## src/rtl/redtin_uart_pkg.sv

```systemverilog
// Shared definitions for the Red Tin host-channel UART receiver.
package redtin_uart_pkg;

    // Bit period for 115200 baud from the 20 MHz board clock.
    localparam int unsigned CLK_DIV_115200 = 174;

    // Frame geometry (8 data bits, one start, one stop, optional parity).
    localparam int unsigned DATA_BITS  = 8;
    localparam int unsigned START_BITS = 1;
    localparam int unsigned STOP_BITS  = 1;
    localparam int unsigned FRAME_BITS = START_BITS + DATA_BITS + STOP_BITS;

    // Receiver state encoding.
    typedef enum logic [2:0] {
        ST_WAIT_IDLE = 3'd0,
        ST_IDLE      = 3'd1,
        ST_START     = 3'd2,
        ST_DATA      = 3'd3,
        ST_PARITY    = 3'd4,
        ST_STOP      = 3'd5
    } state_e;

    // Even parity bit of a data byte.
    function automatic logic even_parity(input logic [DATA_BITS-1:0] d);
        return ^d;
    endfunction

endpackage

```

## src/rtl/redtin_sync2.sv

```systemverilog
// Two-flop synchronizer with configurable reset value; shared with button inputs.
module redtin_sync2 #(
    parameter logic RST_VAL = 1'b1
) (
    input  logic clk_i,
    input  logic rst_n_i,
    input  logic d_i,
    output logic q_o
);

    logic meta_q;
    logic sync_q;

    // Two-stage capture of the asynchronous input, synchronous reset.
    always_ff @(posedge clk_i) begin
        if (!rst_n_i) begin
            meta_q <= RST_VAL;
            sync_q <= RST_VAL;
        end else begin
            meta_q <= d_i;
            sync_q <= meta_q;
        end
    end

    assign q_o = sync_q;

endmodule

```

## src/rtl/redtin_uart_rx.sv

```systemverilog
// UART receiver for the Red Tin host command channel (8N1, mid-bit sampling).
// Optional even-parity bit enabled by defining REDTIN_UART_RX_PARITY_EN.
module redtin_uart_rx
    import redtin_uart_pkg::*;
#(
    parameter int unsigned CLK_DIV = CLK_DIV_115200,
    parameter int unsigned CNT_W   = 16
) (
    input  logic       clk,
    input  logic       rst_n,
    input  logic       uart_rx,
    output logic [7:0] rx_data,
    output logic       rx_en,
    output logic       rx_framing_err,
    output logic       rx_parity_err,
    output logic       rx_busy
);

    localparam logic [CNT_W-1:0] BIT_LAST  = CNT_W'(CLK_DIV - 1);
    localparam logic [CNT_W-1:0] HALF_LAST = CNT_W'(CLK_DIV / 2 - 1);

    logic rxs;

    state_e           state_q, state_d;
    logic [CNT_W-1:0] cnt_q,   cnt_d;
    logic [2:0]       idx_q,   idx_d;
    logic [7:0]       shift_q, shift_d;
    logic [7:0]       data_q,  data_d;
    logic             en_q,    en_d;
    logic             ferr_q,  ferr_d;
    logic             perr_q,  perr_d;
    logic             busy_q,  busy_d;
`ifdef REDTIN_UART_RX_PARITY_EN
    logic             par_q,   par_d;
`endif

    logic cnt_zero;
    assign cnt_zero = (cnt_q == '0);

    redtin_sync2 #(
        .RST_VAL(1'b1)
    ) u_sync (
        .clk_i  (clk),
        .rst_n_i(rst_n),
        .d_i    (uart_rx),
        .q_o    (rxs)
    );

    // State and output registers.
    always_ff @(posedge clk) begin
        if (!rst_n) begin
            state_q <= ST_WAIT_IDLE;
            cnt_q   <= '0;
            idx_q   <= '0;
            shift_q <= '0;
            data_q  <= '0;
            en_q    <= 1'b0;
            ferr_q  <= 1'b0;
            perr_q  <= 1'b0;
            busy_q  <= 1'b0;
`ifdef REDTIN_UART_RX_PARITY_EN
            par_q   <= 1'b0;
`endif
        end else begin
            state_q <= state_d;
            cnt_q   <= cnt_d;
            idx_q   <= idx_d;
            shift_q <= shift_d;
            data_q  <= data_d;
            en_q    <= en_d;
            ferr_q  <= ferr_d;
            perr_q  <= perr_d;
            busy_q  <= busy_d;
`ifdef REDTIN_UART_RX_PARITY_EN
            par_q   <= par_d;
`endif
        end
    end

    // Next-state logic: bit timing, sampling and frame checks.
    always_comb begin
        state_d = state_q;
        cnt_d   = cnt_q;
        idx_d   = idx_q;
        shift_d = shift_q;
        data_d  = data_q;
        en_d    = 1'b0;
        ferr_d  = 1'b0;
        perr_d  = 1'b0;
        busy_d  = busy_q;
`ifdef REDTIN_UART_RX_PARITY_EN
        par_d   = par_q;
`endif

        case (state_q)
            ST_WAIT_IDLE: begin
                if (!rxs) begin
                    cnt_d = '0;
                end else if (cnt_q == BIT_LAST) begin
                    state_d = ST_IDLE;
                    cnt_d   = '0;
                end else begin
                    cnt_d = cnt_q + CNT_W'(1);
                end
            end

            ST_IDLE: begin
                if (!rxs) begin
                    state_d = ST_START;
                    cnt_d   = HALF_LAST;
                    busy_d  = 1'b1;
                end
            end

            ST_START: begin
                if (!cnt_zero) begin
                    cnt_d = cnt_q - CNT_W'(1);
                end else if (rxs) begin
                    // Line went back high by mid-bit: treat as a glitch.
                    state_d = ST_IDLE;
                    busy_d  = 1'b0;
                end else begin
                    state_d = ST_DATA;
                    idx_d   = '0;
                    cnt_d   = BIT_LAST;
                end
            end

            ST_DATA: begin
                if (!cnt_zero) begin
                    cnt_d = cnt_q - CNT_W'(1);
                end else begin
                    shift_d[idx_q] = rxs;
                    cnt_d          = BIT_LAST;
                    idx_d          = idx_q + 3'd1;
                    if (idx_q == 3'd7) begin
`ifdef REDTIN_UART_RX_PARITY_EN
                        state_d = ST_PARITY;
`else
                        state_d = ST_STOP;
`endif
                    end
                end
            end

`ifdef REDTIN_UART_RX_PARITY_EN
            ST_PARITY: begin
                if (!cnt_zero) begin
                    cnt_d = cnt_q - CNT_W'(1);
                end else begin
                    par_d   = rxs;
                    cnt_d   = BIT_LAST;
                    state_d = ST_STOP;
                end
            end
`endif

            ST_STOP: begin
                if (!cnt_zero) begin
                    cnt_d = cnt_q - CNT_W'(1);
                end else begin
                    busy_d = 1'b0;
                    if (!rxs) begin
                        // Low stop bit: break or lost sync, wait for a clean idle line.
                        ferr_d  = 1'b1;
                        state_d = ST_WAIT_IDLE;
                        cnt_d   = '0;
                    end else begin
                        state_d = ST_IDLE;
`ifdef REDTIN_UART_RX_PARITY_EN
                        if (par_q != even_parity(shift_q)) begin
                            perr_d = 1'b1;
                        end else begin
                            data_d = shift_q;
                            en_d   = 1'b1;
                        end
`else
                        data_d = shift_q;
                        en_d   = 1'b1;
`endif
                    end
                end
            end

            default: begin
                state_d = ST_WAIT_IDLE;
                cnt_d   = '0;
                busy_d  = 1'b0;
            end
        endcase
    end

    assign rx_data        = data_q;
    assign rx_en          = en_q;
    assign rx_framing_err = ferr_q;
    assign rx_parity_err  = perr_q;
    assign rx_busy        = busy_q;

endmodule

```

## config.mk

```make
export PLATFORM = sky130hd
export DESIGN_NAME = redtin_uart_rx
export DESIGN_NICKNAME = d
export VERILOG_FILES = /design/src/rtl/redtin_uart_pkg.sv /design/src/rtl/redtin_sync2.sv /design/src/rtl/redtin_uart_rx.sv
export SDC_FILE = /design/constraint.sdc
export NUM_CORES = 1
export LEC_CHECK = 0
export CORE_MARGIN = 2
export CORE_UTILIZATION = 40
export CTS_CLUSTER_SIZE = 30
export DETAILED_ROUTE_END_ITERATION = 8
export PLACE_DENSITY_LB_ADDON = 0.12
export SLEW_MARGIN = 0
export SYNTH_ARGS = -nofsm -noshare
export SYNTH_HDL_FRONTEND = slang
export SYNTH_SLANG_ARGS = --single-unit
```

## constraint.sdc

```tcl
create_clock -name clk -period 3.6 [get_ports clk]
set_input_delay 0.72 -clock clk [delete_from_list [all_inputs] [get_ports clk]]
set_output_delay 0.72 -clock clk [all_outputs]
set_load 0.01 [all_outputs]
```

; Yosys cells after proc, flatten, opt, wreduce, memory -nomap -nowiden
; Cells that the tools add are included.
[op_classes]
addsub = 3
n_lt_le_gt_ge = 2
eq_ne = 17
mux = 33
bitwise = 1
n_reduce_logical = 12
[op_table]
columns = operator, n
row1 = $mux W16, 8
row2 = $pmux W16 S5, 1
row3 = $mux W3, 10
row4 = $add A16 B1 Y16 const B, 1
row5 = $eq A16 B8 Y1 const B, 1
row6 = $logic_not A16 Y1, 1
row7 = $sub A16 B1 Y16 const B, 1
row8 = $pmux W3 S5, 1
row9 = $ne A2 B2 Y1 const B, 7
row10 = $reduce_and A3 Y1, 3
row11 = $bwmux W8, 1
row12 = $mux W1, 8
row13 = $reduce_and A7 Y1, 1
row14 = $eq A3 B2 Y1 const B, 2
row15 = $eq A3 B3 Y1 const B, 2
row16 = $ne A3 B3 Y1 const B, 2
row17 = $pmux W3 S2, 1
row18 = $reduce_and A5 Y1, 1
row19 = $lt A3 B4 Y1 const B, 1
row20 = $ne A2 B1 Y1 const B, 2
row21 = $pmux W1 S4, 1
row22 = $reduce_and A4 Y1, 1
row23 = $add A3 B1 Y3 const B, 1
row24 = $demux W1 S3, 1
row25 = other kinds (9), 9
[totals]
reg_bits = 43
output_inout_bits = 12
wordCells = 78

; Depth between registers and ports, before layout
; Gate-level depths: netlist of run 1.
[depth]
depth_word = 5
mapped_depth = 9
depth_no_buf = 7

; Cells and area by module
; From an unflattened synthesis of run 1, not the netlist that was laid out.
[unflattened]
cells_unflattened = 338
hier_area_um2 = 2690.1
[by_module_without_submodules]
columns = mod, n_inst, cells_per_inst, area_per_inst_um2, seq_area_each_um2
row1 = redtin_uart_rx, 1, 334, 2637.5, 820.8
row2 = redtin_sync2, 1, 4, 52.6, 40.0

; Worst setup path before layout of run 1
; No wires, ideal clock.
[synth_timing]
kind = register -> register
startpoint = register cnt_q[0]
endpoint = register shift_q[6]
setup_time_ns = 0.126
arrival_time_ns = 2.473
required_ns = 3.474
setup_slack_ns = 1.001
stages_incl_launch_ff = 10
n_path_buf = 2
cell_sequence = dfxtp_1 > inv_1 > ha_1 > or3b_2 > buf_2 > or4_4 > buf_6 > nor4_4 > nand3_1 > mux2i_1
[synth_between]
elab_chain_cells = 2
[synth_rtl]
columns = item, line_no
row1 = from (decl), redtin_uart_rx.sv:25  ; logic [CNT_W-1:0] cnt_q, cnt_d;
row2 = from (signal assigned), redtin_uart_rx.sv:66  ; cnt_q <= cnt_d;
row3 = $logic_not A16 Y1, redtin_uart_rx.sv:38  ; assign cnt_zero = (cnt_q == '0);
row4 = $reduce_and A2 Y1 (no source line), -
row5 = to (signal assigned), redtin_uart_rx.sv:68  ; shift_q <= shift_d;
row6 = to (decl), redtin_uart_rx.sv:27  ; logic [7:0] shift_q, shift_d;
; No other way between the ends.
; A chain may end at the register's enable or synchronous reset.

; Worst setup path after layout of run 1
[layout_timing]
startpoint = register cnt_q[0]
endpoint = register cnt_q[10]
[layout_between]
elab_chain_cells = 4
word_cells_on_any_way = 13
classes_between = 2 x add/sub / 3 x eq/ne / 6 x mux / 2 x reduce/logical
[layout_rtl]
columns = item, line_no
row1 = $add A16 B1 Y16 or $eq A16 B8 Y1 (tied branches), "redtin_uart_rx.sv:103, redtin_uart_rx.sv:99"
row2 = $mux W16, redtin_uart_rx.sv:99  ; end else if (cnt_q == BIT_LAST) begin
row3 = $mux W16, redtin_uart_rx.sv:97  ; if (!rxs) begin
row4 = $pmux W16 S5, redtin_uart_rx.sv:95  ; case (state_q)
; Parallel ways exist; a longest one is shown, timed or not.

==> impl_metrics.ini, run 1 <==
[setup_path]
worstSetupEndpointType = flop
worst_path_max_delay_cell = o41ai_2
cp-start-kind = flop
r2r_cells = 7
crit_fanout = 11
regToRegSetupSlack_ns = 0.59
path_buf_inv = 1
critPathLaunch = cnt_q[0]
cpPeakStageDelay_ns = 0.59
critPathTopFamily = compound AO/OA/AOI/OAI gates
r2r_start = cnt_q[0]
criticalPathCategory = reg2reg
critPathArrivalTime_ns = 3.23
r2r_end = cnt_q[10]
crit_chain = inv_1 -> ha_1 -> or3b_2 -> o41ai_2 -> a32o_1 -> nand2_1 -> a221oi_1
critPathRequiredTime_ns = 3.82

[drt]
drc_errors = 0
drt.antenna.violating_nets = 0
viasPerCell = 6.21
met2_length_mm = 3.52
vias = 2664
first_iter_violations = 230
top_layer = met4
wl_met3_um = 380
wire_per_inst_um = 17.6
wl_met1_mm = 3.47
first_pass_iters = 5
routed_wl_mm = 7.56

[yosys]
ys_async_sr_fraction_pct = 0
ys_top_cells_by_area = dfxtp_1 32%, nand2_1 6.6%, a21oi_1 3.9%
synthCells = 353
synth_area_sq_um = 2720
syn_nets = 361
ys_seq_elements = 43
yosysTopAreaCell = dfxtp_1
ys_seq_area_share_pct = 31.7
synth_edf_count = 0
yosysTopAreaCellShare_pct = 31.7
syn_avg_cell_area_sq_um = 7.70
synth_cell_types = 55
synth_ff_type = dfxtp_1
yosysWarnings = 0

[power]
vdd_ir_drop_max_mv = 0.167
p_per_area_nw_per_um2 = 349
p_leak_uw = 0.00101

[layout]
drive_gt1_share_pct = 7.16
final_common_cell = nand2_1
num-nets-final = 356
post-route-util_pct = 44.2
syn2layout_area_growth_pct = 8.75
final_cell_mix = 48 x nand2_1, 43 x dfxtp_1, 21 x nand3_1, 21 x a21oi_1, 18 x nor2_1
antenna_cells = 0

[sta]
slew_viol_final = 0
fmax_ghz = 0.332
fin_hold_ws_ns = 0.415
finalCritPeriodShare_pct = 83.6
period_needed_ns = 3.01
relSlewSlack_pct = 41.6
finalHoldViolCount = 0
worstMarginPinSlew_ns = 0.875
setup_viol = 0
setup_ws_ns = 0.590
tns_ns = 0
grt_setup_unrepaired = no
finClkSkew_ns = 0.00990

[floorplan]
core_area_sq_um = 6680
die_area_sq_um = 7470
fp.dieH_um = 86.4
initial_core_util_pct = 40.7
io_pins = 15
die_w_um = 86.4
fp-row-count = 30

[clocking]
clk_path_buf_depth = 2
htreeDepth = 2
post_cts_buffers = 0
hold_buffers = 0
clk_latency_ns = 0.31
cts_tree = yes
clock-sinks = 43
cts_buffers = 5
cts_resized = 0
clock-root-buffer = clkbuf_8
clkSlewWorstSetupHoldPaths_ns = 0.10

[placement]
gp_congestion = 0.922
pre_cts_slack_ns = 0.674
numPortBuffers = 13
dp_hpwl_mm = 5.22

[global_route]
grt-ovfl-total = 0
grt_max_degree = 24
grt_util_all_layers_pct = 21.6
antenna_found_initial = 0
grt_pass1_wl_mm = 12.7
grt_pass1_vias = 2457

[worst_hold_path]
whs_path_depth = 1
hp-start = u_sync.meta_q
hold_end = u_sync.q_o
min_path_type = reg2reg

[outcome]
status = complete, no violations

[job]
cap_violations = 0
-- routing by layer --
metal | GRT usage, % | vias up
met5 | 0 | -
met4 | 8.10 | 0
met3 | 3.52 | 18
met2 | 33.8 | 97
met1 | 29.9 | 1250
li1 | - | 1299
-- worst max path at each step --
stage                 endpoint  slack [ns]  cells after the start
floorplan           shift_q[6]        1.00                      9
global placement     cnt_q[10]        0.81                      7
detailed placement   cnt_q[10]        0.67                      7
CTS                  cnt_q[10]        0.62                      7
global route         cnt_q[10]        0.37                      7
finish               cnt_q[10]        0.59                      7
-- cells by family after synthesis --
logic type,share of synthesized area (%)
AOI/OAI and AO/OA,23.0
xor gates and xnor gates,1.93
adders and majority gates,2.30
buffers and inverters,7.46
DFF,31.7
muxes,2.58
other,0.138
and+or+nand+nor,30.9
-- metrics by stage --
stage / power, uW / std cells / cell area [sq um]
global route: 1080 / 429 / 2960
detailed placement: 634 / 421 / 2840
finish: 1030 / 429 / 2960
global placement: 635 / 421 / 2840
floorplan: 603 / 353 / 2720
CTS: 1040 / 429 / 2960
-- cell usage after synthesis, drive strengths merged, types with 4 or more instances --
master	n
nor4	15
clkbuf	21
nor3	15
nor3b	5
nand2	48
or3	5
inv	11
a32oi	4
mux2i	7
o211ai	5
o21ai	15
xor2	4
o31ai	9
a221oi	4
nand3	21
or4	6
a211oi	5
ha	5
buf	11
nor2	18
a21oi	21
dfxtp	43
nand2b	5
o2111ai	5
nand4	5
-- state kept, by name, indices dropped and copies added, names as in the netlist --
signal and count:
state_q 3, rx_busy 1, rx_data 8, rx_en 1
cnt_q 16, u_sync.meta_q 1, u_sync.q_o 1, shift_q 8
idx_q 3, rx_framing_err 1
-- worst register-to-register path, stage by stage (launching register included) --
cell	delay, ns
dfxtp_1	0.38
inv_1	0.12
ha_1	0.26
or3b_2	0.56
o41ai_2	0.59
a32o_1	0.54
nand2_1	0.19
a221oi_1	0.28
-- where the power goes --
group	switching (uW)	total [uW]	internal, uW
clock	194	405	211
sequential	6.68	486	480
combinational	93.9	139	45.5
total	295	1030	736
-- cell type report --
class / count / area [sq um]
tap: 80 / 100
sequential: 43 / 861
timing repair buffer: 20 / 183
fill: 698 / 3730
clock inverter: 3 / 47.5
multi-input combinational: 267 / 1650
inverter: 11 / 41.3
clock buffer: 5 / 68.8
No activity file was read; power rests on OpenSTA's default activity.
==> run 2: changes to the inputs <==
- clock period: 3.6 -> 2.6 ns (I/O delays scaled with it)
==> impl_metrics.ini, run 2 (same netlist as run 1, synthesis figures left out) <==
[clocking]
clock-root-buffer = clkbuf_8
htreeDepth = 2
clkSlewWorstSetupHoldPaths_ns = 0.09
cts_tree = yes
clk_path_buf_depth = 2
cts_buffers = 5
clock-sinks = 43
clk_latency_ns = 0.29
hold_buffers = 0

[setup_path]
worstSetupEndpointType = flop
critPathRequiredTime_ns = 2.81
cp-start-kind = flop
criticalPathCategory = reg2reg
critPathArrivalTime_ns = 2.66
crit_chain = inv_1 -> ha_1 -> or3b_2 -> or4_4 -> buf_4 -> nor2_2 -> a2bb2oi_1 -> nor3_1
cpPeakStageDelay_ns = 0.63
crit_fanout = 6
worst_path_max_delay_cell = or4_4

[layout]
final_cell_mix = 48 x nand2_1, 43 x dfxtp_1, 37 x buf_4
final_area_sq_um = 3230
final_common_cell = nand2_1
largest_reg_flops = 16
antenna_cells = 0
num-nets-final = 387
syn2layout_area_growth_pct = 18.8
largest_register = cnt_q
drive_gt1_share_pct = 16.3

[power]
pwr-share-comb_pct = 16.6
pwr-share-seq_pct = 45.2
vdd_ir_drop_max_mv = 0.273
p_per_area_nw_per_um2 = 457
power_uw = 1470
sw_frac_of_total_pct = 26.8
clkPwrFrac_pct = 38.2
p_switching_uw = 396
p_leak_uw = 0.00118
p_int_uw = 1080

[drt]
wl_met3_um = 392
first_pass_iters = 5
routed_wl_mm = 7.74
drc_errors = 0
viasPerCell = 5.93
drt.antenna.violating_nets = 0
wl_met1_mm = 3.76
top_layer = met4
wire_per_inst_um = 16.8
first_iter_violations = 218
met2_length_mm = 3.47
vias = 2728

[floorplan]
fp-row-count = 30
core_area_sq_um = 6680
die_w_um = 86.4
die_area_sq_um = 7470
io_pins = 15
fp.dieH_um = 86.4
initial_core_util_pct = 40.7

[placement]
gp_congestion = 0.916
numPortBuffers = 13
placedInstanceArea_sq_um = 3050
dp_hpwl_mm = 5.60
pre_cts_slack_ns = 0.0845

[global_route]
grt-ovfl-total = 0
grt_max_degree = 18
grt_util_all_layers_pct = 21.5
grt_pass1_vias = 2590
grt_pass1_wl_mm = 12.9
antenna_found_initial = 0

[sta]
fin_hold_ws_ns = 0.412
finClkSkew_ns = 0.00712
grt_setup_unrepaired = yes
tns_ns = 0
fmax_ghz = 0.408
relSlewSlack_pct = 56.3
slew_viol_final = 0
finalHoldViolCount = 0
finalCritPeriodShare_pct = 94.2
worstMarginPinSlew_ns = 0.653
setup_viol = 0
setup_ws_ns = 0.150
period_needed_ns = 2.45

[outcome]
status = complete, no violations

[job]
cap_violations = 0

[worst_hold_path]
min_path_type = reg2reg
run 2: worst paths after layout:
kind	depth (start not counted)	end	slack (ns)	from
hold / removal	1	u_sync.q_o	0.41	u_sync.meta_q
hold reg to reg	1	u_sync.q_o	0.41	u_sync.meta_q
setup / recovery	8	state_q[2]	0.15	cnt_q[1]
setup reg to reg	8	state_q[2]	0.15	cnt_q[1]
run 2: per-stage QoR:
stage | util (%) | cells
floorplan | - | 353
global placement | 45.6 | 449
detailed placement | 45.6 | 449
CTS | 47.5 | 457
global route | 48.3 | 460
finish | 48.3 | 460
run 2: cell type report:
| cell class | instances | area [sq um] |
|---|---|---|
| multi-input cells | 267 | 1690 |
| flip-flops and latches | 43 | 861 |
| repair buffers | 51 | 419 |
| fillers | 669 | 3450 |
| inverters | 11 | 41.3 |
| clock inverters | 2 | 38.8 |
| well taps | 80 | 100 |
| clock buffers | 6 | 82.6 |
run 2: power by group through the flow:
stage	Sequential [uW]	Clock, uW	Combinational [uW]
floorplan	686	0	149
global placement	682	0	224
detailed placement	682	0	224
CTS	666	580	225
global route	668	607	271
finish	666	563	245
run 2: per-layer routing:
metal	track usage [%]	vias up
li1	-	1361
met1	31.0	1262
met2	32.7	94
met3	4.10	11
met4	6.25	0
met5	0	-
run 2: critical path, delay by kind of cell, from the launching register on:
kind,cells,cell delay (ns)
adders and majority gates,1,0.16
buffers and inverters,2,0.29
AOI/OAI and AO/OA,1,0.09
DFF,1,0.32
and+or+nand+nor,4,1.50
run 2: what timing repair did:
item                                    CTS  global route
gates resized for setup                   0             8
buffers inserted                          0             3
endpoints found under the setup margin    0            29
endpoints found under the hold margin     0             0
==> RTL change: new RTL, flow settings as in run 2 <==
`CNT_W`: 16 -> 14.
--- a/src/rtl/redtin_uart_rx.sv
+++ b/src/rtl/redtin_uart_rx.sv
@@ -5,5 +5,5 @@
 #(
     parameter int unsigned CLK_DIV = CLK_DIV_115200,
-    parameter int unsigned CNT_W   = 16
+    parameter int unsigned CNT_W   = 14
 ) (
     input  logic       clk,
Behaviour: same outputs for any inputs over 10 cycles, from zero or initial values and one cycle with rst_n low; that may be too few to reach the edited logic, so the function may still have changed.
==> RTL change against run 2 <==
Total power is 12% lower. Combinational power fell by 42%. Setup slack gained 0.070 ns. Synthesized area decreased by 9.8%. Global-route usage shrank 2.6 points. Final area is 14% lower. Cell count decreased by 15%. Sequential cell count down 2. Count of clock-buffer cells in the layout down 1. Fmax increased by 2.9%. Routed wire length decreased by 23%.
==> RTL change: results <==
metrics = {
    "pwr": {
        "p_leak_nw": 1.102,
        "ir_worst_vdd_mv": 0.2215,
        "seq_power_uw": 640,
        "p_int_uw": 971.8,
        "switching_share_pct": 25.44,
    },
    "global_routing": {
        "grt_max_degree": 29,
        "grtUsageTotal_pct": 18.89,
        "grt_pass1_wl_um": 9908,
        "grt_pass1_vias": 1998,
    },
    "outcome": {
        "status": "finished clean",
    },
    "placed_design": {
        "post-dp-hpwl_um": 4196,
        "post-place-ws_ns": 0.1738,
        "dpl_cell_area_um2": 2641,
        "place_congestion": 0.8722,
    },
    "synthesis": {
        "netlist_top_cells_count": "41 x dfxtp_1, 34 x nand2_1, 31 x nor2_1, 24 x a21oi_1, 16 x nand3_1",
        "yosysSeqAreaShare_pct": 33.47,
        "synth_nets": 314,
        "synth.distinct_cells": 61,
    },
    "critical_path": {
        "reg2reg_from": "cnt_q[0]",
        "crit_start": "cnt_q[0]",
        "crit_arrival_ns": 2.56,
        "critPathMaxFanout": 9,
        "path_delay_family": "compound AO/OA/AOI/OAI gates",
    },
    "layout": {
        "fill_cells": 562,
        "largest_register_ffs": 14,
        "drive_gt1_share_pct": 10.83,
    },
    "timing": {
        "worst-slew-pin-transition_ns": 0.5606,
        "worst_slack_ns": 0.2201,
        "skew_ns": 0.005554,
    },
    "drt": {
        "vias_per_cell": 5.753,
        "dr.pass1.iters": 4,
        "drtIter0Drc": 181,
    },
}
RTL change: changes by cell type in the layout (fill, tap and decap cells not counted), moves of 4 or more:
cell / before / now
buf_4: 37 / 13
nand2_1: 48 / 34
nor2_1: 17 / 31
nor4_1: 13 / 1
nor3_1: 14 / 7
o31ai_1: 9 / 3
nand3_1: 21 / 16
and4_1: 0 / 4
inv_1: 11 / 7
o2111ai_1: 5 / 1
o211ai_1: 5 / 1
RTL change: worst reg2reg max path: stages, from the launching register on:
cell	delay, ns
dfxtp_1	0.36
inv_1	0.16
ha_1	0.20
nor3b_1	0.28
nand4_2	0.32
a21oi_2	0.41
nor2_1	0.10
a311oi_1	0.33
o2bb2ai_1	0.11
RTL change: area by class of cell:
class / instances / area (um2) / area share (%)
clock inverter: 3 / 46.29 / 1.676
inverter: 7 / 26.28 / 0.9515
multi-input combinational: 232 / 1478 / 53.51
sequential: 41 / 820.8 / 29.72
timing repair buffer: 26 / 227.7 / 8.246
clock buffer: 5 / 68.82 / 2.492
tap: 75 / 93.84 / 3.398
RTL change: stage by stage:
step,hold WS (ns),instances
2_1_floorplan,0.3863,305
3_3_place_gp,0.3953,381
3_5_place_dp,0.3960,381
4_1_cts,0.4265,389
5_1_grt,0.4465,389
6_report,0.4252,389
RTL change: logic make-up after synthesis:
family,synth area share (%)
AND/OR/NAND/NOR,31.48
other,0.1529
adder cells (fa/ha/maj),3.061
AO/OA/AOI/OAI,19.85
multiplexers,4.082
buffers and inverters,6.480
XOR/XNOR,1.429
flip-flops,33.47
RTL change: layer usage:
metal	part of all wire [%]	track usage [%]	vias to the layer above	routed length [um]
met3	3.6	3.804	9	214
met4	1.4	7.333	0	80
met1	50	27.33	1059	2969
met5	0	0	-	0
met2	45	27.34	43	2660
li1	-	-	1127	-
